`config.mk`:
```
export PLATFORM = sky130hd
export DESIGN_NAME = mem_arbiter
export DESIGN_NICKNAME = d
export VERILOG_FILES = /design/src/rtl/mem_arbiter.sv
export SDC_FILE = /design/constraint.sdc
export NUM_CORES = 1
export LEC_CHECK = 0
export CAP_MARGIN = 40
export CORE_UTILIZATION = 42
export DETAILED_ROUTE_END_ITERATION = 8
export PLACE_DENSITY = 0.8
export SETUP_SLACK_MARGIN = 0.15
export SYNTH_ARGS = -nofsm -noshare
export SYNTH_HDL_FRONTEND = slang
export SYNTH_SLANG_ARGS = --single-unit
export TNS_END_PERCENT = 1
```
`constraint.sdc`:
```
create_clock -name CLK -period 2.2 [get_ports CLK]
set_input_delay 0.33 -clock CLK [delete_from_list [all_inputs] [get_ports CLK]]
set_output_delay 0.33 -clock CLK [all_outputs]
set_load 0.01 [all_outputs]
```
`src/rtl/mem_arbiter.sv`:
```
// -----------------------------------------------------------------------------
// mem_arbiter
//
// Shares one block-wide main memory between the instruction cache (read-only)
// and the data cache (read/write). One requester's command is latched into the
// m_* registers, the memory busywait handshake is followed to completion, and
// the returned block is stored in the granted cache's readdata register. The
// other requester is held off through its busywait until it is served.
//
// Optional feature macro: MEM_ARB_RR_EN
//   defined   : round-robin between the ports when both request in IDLE
//               (last-grant register, reset value I, so D wins first).
//   undefined : fixed priority, data cache over instruction cache.
//
// Parameters
//   BLOCK_W : memory block width in bits
//   ADDR_W  : block address width
//
// Ports
//   CLK          in   system clock, rising edge
//   RESET        in   asynchronous active-low reset
//   i_read       in   instruction cache block-read request
//   i_address    in   instruction block address
//   i_readdata   out  block returned to the instruction cache (registered)
//   i_busywait   out  instruction requester stall (combinational)
//   d_read       in   data cache block-read request
//   d_write      in   data cache block-write request (wins over d_read)
//   d_address    in   data block address
//   d_writedata  in   write-back block
//   d_readdata   out  block returned to the data cache (registered)
//   d_busywait   out  data requester stall (combinational)
//   m_read       out  memory read command (registered)
//   m_write      out  memory write command (registered)
//   m_address    out  memory block address (registered)
//   m_writedata  out  memory write data (registered)
//   m_readdata   in   memory read data, valid when m_busywait falls
//   m_busywait   in   memory busy
// -----------------------------------------------------------------------------
module mem_arbiter #(
  parameter int BLOCK_W = 32,
  parameter int ADDR_W  = 6
) (
  input  logic               CLK,
  input  logic               RESET,
  input  logic               i_read,
  input  logic [ADDR_W-1:0]  i_address,
  output logic [BLOCK_W-1:0] i_readdata,
  output logic               i_busywait,
  input  logic               d_read,
  input  logic               d_write,
  input  logic [ADDR_W-1:0]  d_address,
  input  logic [BLOCK_W-1:0] d_writedata,
  output logic [BLOCK_W-1:0] d_readdata,
  output logic               d_busywait,
  output logic               m_read,
  output logic               m_write,
  output logic [ADDR_W-1:0]  m_address,
  output logic [BLOCK_W-1:0] m_writedata,
  input  logic [BLOCK_W-1:0] m_readdata,
  input  logic               m_busywait
);

  typedef enum logic [2:0] {
    ST_IDLE   = 3'd0,
    ST_I_ACC  = 3'd1,
    ST_D_ACC  = 3'd2,
    ST_I_DONE = 3'd3,
    ST_D_DONE = 3'd4
  } state_t;

  state_t state_r;
  state_t next_state_s;

  logic   seen_busy_r;
  logic   req_i_s;
  logic   req_d_s;
  logic   prefer_d_s;
  logic   load_i_s;
  logic   load_d_s;
  logic   finish_s;

  assign req_i_s = i_read;
  assign req_d_s = d_read | d_write;

`ifdef MEM_ARB_RR_EN
  // 1'b1 when the data port received the most recent grant.
  logic last_grant_d_r;

  // Last-grant tracking for round-robin arbitration.
  always_ff @(posedge CLK or negedge RESET) begin
    if (!RESET) begin
      last_grant_d_r <= 1'b0;
    end else if (load_d_s) begin
      last_grant_d_r <= 1'b1;
    end else if (load_i_s) begin
      last_grant_d_r <= 1'b0;
    end else begin
      last_grant_d_r <= last_grant_d_r;
    end
  end

  // Only consulted when both ports request; the port not served last wins.
  assign prefer_d_s = ~last_grant_d_r;
`else
  assign prefer_d_s = 1'b1;
`endif

  // State register.
  always_ff @(posedge CLK or negedge RESET) begin
    if (!RESET) begin
      state_r <= ST_IDLE;
    end else begin
      state_r <= next_state_s;
    end
  end

  // Next-state decode plus one-cycle strobes for the datapath registers.
  always_comb begin
    next_state_s = state_r;
    load_i_s     = 1'b0;
    load_d_s     = 1'b0;
    finish_s     = 1'b0;
    case (state_r)
      ST_IDLE: begin
        if (req_d_s && (!req_i_s || prefer_d_s)) begin
          load_d_s     = 1'b1;
          next_state_s = ST_D_ACC;
        end else if (req_i_s) begin
          load_i_s     = 1'b1;
          next_state_s = ST_I_ACC;
        end else begin
          next_state_s = ST_IDLE;
        end
      end
      ST_I_ACC: begin
        // Completion needs a busy phase first so a memory that has not yet
        // reacted to the command is not mistaken for a finished one.
        if (seen_busy_r && !m_busywait) begin
          finish_s     = 1'b1;
          next_state_s = ST_I_DONE;
        end else begin
          next_state_s = ST_I_ACC;
        end
      end
      ST_D_ACC: begin
        if (seen_busy_r && !m_busywait) begin
          finish_s     = 1'b1;
          next_state_s = ST_D_DONE;
        end else begin
          next_state_s = ST_D_ACC;
        end
      end
      ST_I_DONE: begin
        next_state_s = ST_IDLE;
      end
      ST_D_DONE: begin
        next_state_s = ST_IDLE;
      end
      default: begin
        next_state_s = ST_IDLE;
      end
    endcase
  end

  // Memory command registers: loaded on grant, cleared on completion.
  always_ff @(posedge CLK or negedge RESET) begin
    if (!RESET) begin
      m_read      <= 1'b0;
      m_write     <= 1'b0;
      m_address   <= {ADDR_W{1'b0}};
      m_writedata <= {BLOCK_W{1'b0}};
    end else if (load_d_s) begin
      // A simultaneous read and write is issued as the write.
      m_read      <= d_read & ~d_write;
      m_write     <= d_write;
      m_address   <= d_address;
      m_writedata <= d_writedata;
    end else if (load_i_s) begin
      m_read      <= 1'b1;
      m_write     <= 1'b0;
      m_address   <= i_address;
      m_writedata <= m_writedata;
    end else if (finish_s) begin
      m_read      <= 1'b0;
      m_write     <= 1'b0;
      m_address   <= m_address;
      m_writedata <= m_writedata;
    end else begin
      m_read      <= m_read;
      m_write     <= m_write;
      m_address   <= m_address;
      m_writedata <= m_writedata;
    end
  end

  // Readdata registers: captured only when a read completes, else held.
  always_ff @(posedge CLK or negedge RESET) begin
    if (!RESET) begin
      i_readdata <= {BLOCK_W{1'b0}};
      d_readdata <= {BLOCK_W{1'b0}};
    end else if (finish_s && m_read && (state_r == ST_I_ACC)) begin
      i_readdata <= m_readdata;
      d_readdata <= d_readdata;
    end else if (finish_s && m_read && (state_r == ST_D_ACC)) begin
      i_readdata <= i_readdata;
      d_readdata <= m_readdata;
    end else begin
      i_readdata <= i_readdata;
      d_readdata <= d_readdata;
    end
  end

  // Busy-phase flag: set on any access-state edge with memory busy.
  always_ff @(posedge CLK or negedge RESET) begin
    if (!RESET) begin
      seen_busy_r <= 1'b0;
    end else if (finish_s) begin
      seen_busy_r <= 1'b0;
    end else if (((state_r == ST_I_ACC) || (state_r == ST_D_ACC)) && m_busywait) begin
      seen_busy_r <= 1'b1;
    end else begin
      seen_busy_r <= seen_busy_r;
    end
  end

  // A requester is released only in its own DONE cycle; both stalls are
  // forced low while reset is asserted.
  assign i_busywait = RESET & req_i_s & (state_r != ST_I_DONE);
  assign d_busywait = RESET & req_d_s & (state_r != ST_D_DONE);

endmodule
```
After elaboration in Yosys (flattened, before gate mapping) --
Index checks and enable logic that the tools add are counted.
Word-level totals: bits in registers 108, output and inout bits 106, logic and storage cells 54
Operators by class: equality and inequality tests 4, multiplexer cells 21, bitwise gates (word level) 8, reduce and logical (&&, ||, !) cells 13
Operators with widths (number):
- 1-bit two-way mux | 15
- 6-bit two-way mux | 2
- 3-bit case mux with 3 select lines | 1
- 1-bit bitwise AND | 5
- 1-bit logical AND | 5
- 2-bit two-way mux | 2
- 2-bit nonzero test | 2
- 3-bit by 1-bit equality test with 1-bit output (second input constant) | 1
- 3-bit by 2-bit equality test with 1-bit output (second input constant) | 1
- 3-bit zero test | 1
- 3-bit two-way mux | 1
- 3-bit by 2-bit != test with 1-bit output (second input constant) | 1
- 3-bit != test (second input constant) | 1
- 3-bit nonzero test | 1
- 1-bit NOT | 2
- 2-bit AND reduction | 1
- 2-bit OR reduction | 1
- 1-bit zero test | 1
- 1-bit logical OR | 1
- 1-bit bitwise OR | 1

Depth between registers and ports, before layout --
depth in word-level cells 8, depth in mapped cells 6

Worst setup path after synthesis --
Ideal clock, no wire load.
path kind register to register, from reg state_r[2], to reg m_writedata[0], arrival time 1586 ps, required time 2075 ps, setup slack 489 ps, cell stages (with the launch flop) 7, clock period less this slack 1711 ps, cells stage by stage dfrtp_1 > buf_6 > or3_4 > buf_6 > nor2_8 > buf_12 > mux2_4
On the way: longest elaborated chain between the ends 2
Ends and longest elaborated chain:
- start: declaration | RTL line 71 | state_t state_r;
- start signal: assignment | RTL line 113 | state_r <= next_state_s;
- 3-bit zero test | RTL line 123 | case (state_r)
- 1-bit two-way mux | RTL line 123
- end signal: assignment | RTL line 171 | m_writedata <= {BLOCK_W{1'b0}};
- end signal: assignment | RTL line 177 | m_writedata <= d_writedata;
- end signal: assignment | RTL line 182 | m_writedata <= m_writedata;
- end: declaration | RTL line 58 | output logic [BLOCK_W-1:0] m_writedata,
No other way between the ends. A chain may end at the register's enable or synchronous reset.

Worst setup path after layout --
from reg state_r[2], to out i_busywait
On the way: longest elaborated chain between the ends 2
Ends and longest elaborated chain:
- 3-bit by 2-bit != test with 1-bit output | RTL line 228 | assign i_busywait = RESET & req_i_s & (state_r != ST_I_DONE);
- 1-bit bitwise AND | RTL line 228
- end: declaration | RTL line 48 | output logic i_busywait,
No other way between the ends.

==> flow_summary.toml <==
[routing]
via_per_inst = 4.93
wire_per_inst_microns = 17.1
drt_iter0_drc = 125
finalWirelength_microns = 10200
vias = 2945
antenna_left = 0
dr.pass1.iters = 4
drc = 0

[place]
dpl_worst_slack_ns = 0.180
gp_congestion = 0.812
io_buffers = 187
dpl.hpwl_microns = 7520
placedCellCount = 580

[power_and_ir_drop]
leakagePower_nw = 2.89
p_per_area_nw_per_um2 = 1300
max-vdd-ir-drop_uv = 816

[floorplan]
fp.dieArea_sq_um = 10700
std_cell_rows = 36
die_height_microns = 104
start_util_pct = 43.8
io_pins = 188
core-area_sq_um = 9910
die_w_microns = 104

[sta]
setup_viol = 0
setup_tns_ns = 0
worst_slack_ns = 0.227
slew_viol_final = 0
slew_headroom_pct = 55.3
period_share_pct = 89.7
period_needed_ns = 1.97
rsz0062_at_grt = "yes"
fmax_ghz = 0.507
fin_skew_ns = 0.00869
worstMarginPinSlew_ns = 0.671
finalHoldViolCount = 0

[synth]
ys_seq_area_share_pct = 62.3
synth_top_cells_by_area = "dfrtp_1 (62%), mux2_2 (17%), mux2_4 (10%)"
synth_area_per_cell_sq_um = 16.5
syn_area_sq_um = 4340
yosys_warnings = 0
ys_ff_latch = 108
synth_top_area_share_pct = 62.3
synth_cell_types = 33
synth_nets = 345
netlist.top_cell.by_area = "dfrtp_1"
syn_inst = 263

[setup_path]
r2r_start = "state_r[2]"
cp-startpoint = "state_r[2]"
crit_path_max_fanout = 10
cp.required_ns = 1.87
end_kind = "output port"
cp_data_arrival_time_ns = 1.64
r2r_cells = 4
start_kind = "flip-flop"
r2r_end = "m_writedata[2]"
rrSetupSlack_ns = 0.42
crit_end = "i_busywait"
path_class = "reg2out"

[global_routing]
first_global_vias = 3198
grt_overflow_total = 0
grt_util_all_layers_pct = 20.1
antenna_found_initial = 0
grt_pass1_wl_microns = 16900
grt_max_degree = 54

[final_layout]
syn2layout_area_growth_pct = 51.5
multi_input_area_sq_um = 1510
layout.nets = 541
antenna_cells = 0
layout-drive-gt1-share_pct = 28.4
nFillCells = 730
regArea_sq_um = 2710
fin_cells = 597

[hold_path]
hp-class = "in2async"

[cts]
cts.clk_slew.worst_paths_ns = 0.10
cts_setup_buffers = 0
numCtsBuffers = 9
cts_tree = "built"
cts.sinks = 108
ctsLongestPathBuffers = 2
insertion_delay_ns = 0.37
htree_levels = 3
root_buffer = "clkbuf_8"

[run_status]
status = "completed"

[job]
cap_violations = 0
==> cell families (layout without fill, tap and decap cells) <==
family,count (synthesis),count (layout),share of synthesized area [%]
xor+xnor,1,1,0.202
mux,97,97,27.8
compound gates,21,21,3.61
simple gates,21,21,3.03
flops,108,108,62.3
buf+inv,15,216,3.06
==> cell usage in the layout (no fill, tap or decap), types with 2 or more instances in the layout <==
| cell | netlist | final |
|---|---|---|
| clkinv_4 | 0 | 2 |
| dfrtp_1 | 108 | 106 |
| buf_12 | 3 | 2 |
| clkinvlp_4 | 0 | 2 |
| a22oi_1 | 7 | 7 |
| nand2_1 | 4 | 4 |
| nor2_1 | 4 | 4 |
| clkdlybuf4s50_1 | 0 | 185 |
| mux2_2 | 67 | 67 |
| nor3b_1 | 2 | 2 |
| clkbuf_8 | 0 | 9 |
| mux2_4 | 30 | 30 |
| o2bb2ai_1 | 6 | 6 |
| dfrtp_2 | 0 | 2 |
| buf_4 | 1 | 10 |
| a21oi_1 | 2 | 2 |
==> metal layers <==
| layer | track usage, % | vias to the layer above | share of wire, % |
|---|---|---|---|
| li1 | - | 1332 | - |
| met2 | 35.3 | 132 | 51 |
| met5 | 0 | - | 0 |
| met1 | 22.4 | 1465 | 40 |
| met3 | 7.74 | 16 | 7.9 |
| met4 | 6.63 | 0 | 1.4 |
==> cells in the mapped netlist <==
| cell | number |
|---|---|
| and2_1 | 1 |
| nor2_1 | 4 |
| inv_1 | 1 |
| a22oi_1 | 7 |
| buf_4 | 1 |
| buf_6 | 2 |
| a32o_1 | 1 |
| nand3_1 | 1 |
| buf_12 | 3 |
| a31oi_1 | 1 |
| mux2_4 | 30 |
| nor3b_1 | 2 |
| or2_2 | 1 |
| nor2b_1 | 1 |
| nand2b_1 | 1 |
| o2bb2ai_1 | 6 |
| nor3_1 | 1 |
| nand2_1 | 4 |
| dfrtp_1 | 108 |
| clkbuf_1 | 1 |
| o21ai_1 | 1 |
| buf_2 | 7 |
| nor2_8 | 1 |
| o21a_1 | 1 |
| o31ai_1 | 1 |
| or3_2 | 1 |
| nand4_1 | 1 |
| or3_4 | 1 |
| xnor2_1 | 1 |
| and3_1 | 1 |
| o21ai_0 | 1 |
| a21oi_1 | 2 |
| mux2_2 | 67 |
==> area by class of cell <==
type	instances	share of cell area, %
clock buffers	9	1.88
flip-flops and latches	108	41.2
inverters	1	0.0571
repair buffers	199	30.3
clock inverters	7	1.16
well taps	133	2.53
multi-input cells	140	22.9
==> critical path, cell delays in order (launching register included) <==
cell,delay [ns]
dfrtp_1,0.52
inv_1,0.07
a31oi_1,0.13
clkdlybuf4s50_1,0.55
==> state kept, by name, indices dropped and copies added (netlist names) <==
signal / cells
seen_busy_r: 1
state_r: 3
m_write: 1
m_address: 6
i_readdata: 32
m_read: 1
m_writedata: 32
d_readdata: 32
==> timing repair <==
item | CTS | global route
pin swaps | 0 | 0
setup endpoints to repair | 1 | 2
gates resized for setup | 2 | 1
hold buffers | 1 | 0
hold endpoints to repair | 6 | 0
==> report_power, final <==
part	total [mW]	internal, mW	leakage (nW)	switching [mW]
combinational	4.00	2.58	1.45	1.41
clock	1.20	0.532	0.0958	0.666
sequential	3.32	2.83	1.35	0.490
total	8.51	5.94	2.89	2.57
==> worst min path at each step <==
stage / to / cells past startpoint
finish: m_writedata[18] / 2
global route: m_writedata[18] / 2
CTS: m_writedata[18] / 2
detailed placement: m_writedata[11] / 1
global placement: m_writedata[11] / 1
floorplan: d_readdata[0] / 0
==> stage by stage <==
step           area [sq um]  utilization [%]  hold slack, ns  total power, mW
6_report               6570             66.3           0.119             8.51
5_1_grt                6570             66.3           0.142             8.97
4_1_cts                6570             66.3           0.122             8.63
3_5_place_dp           6360             64.1           0.165             7.38
3_3_place_gp           6360             64.1           0.162             7.24
2_1_floorplan          4340                -          0.0344             5.26
(Power assumes the default switching activity.)
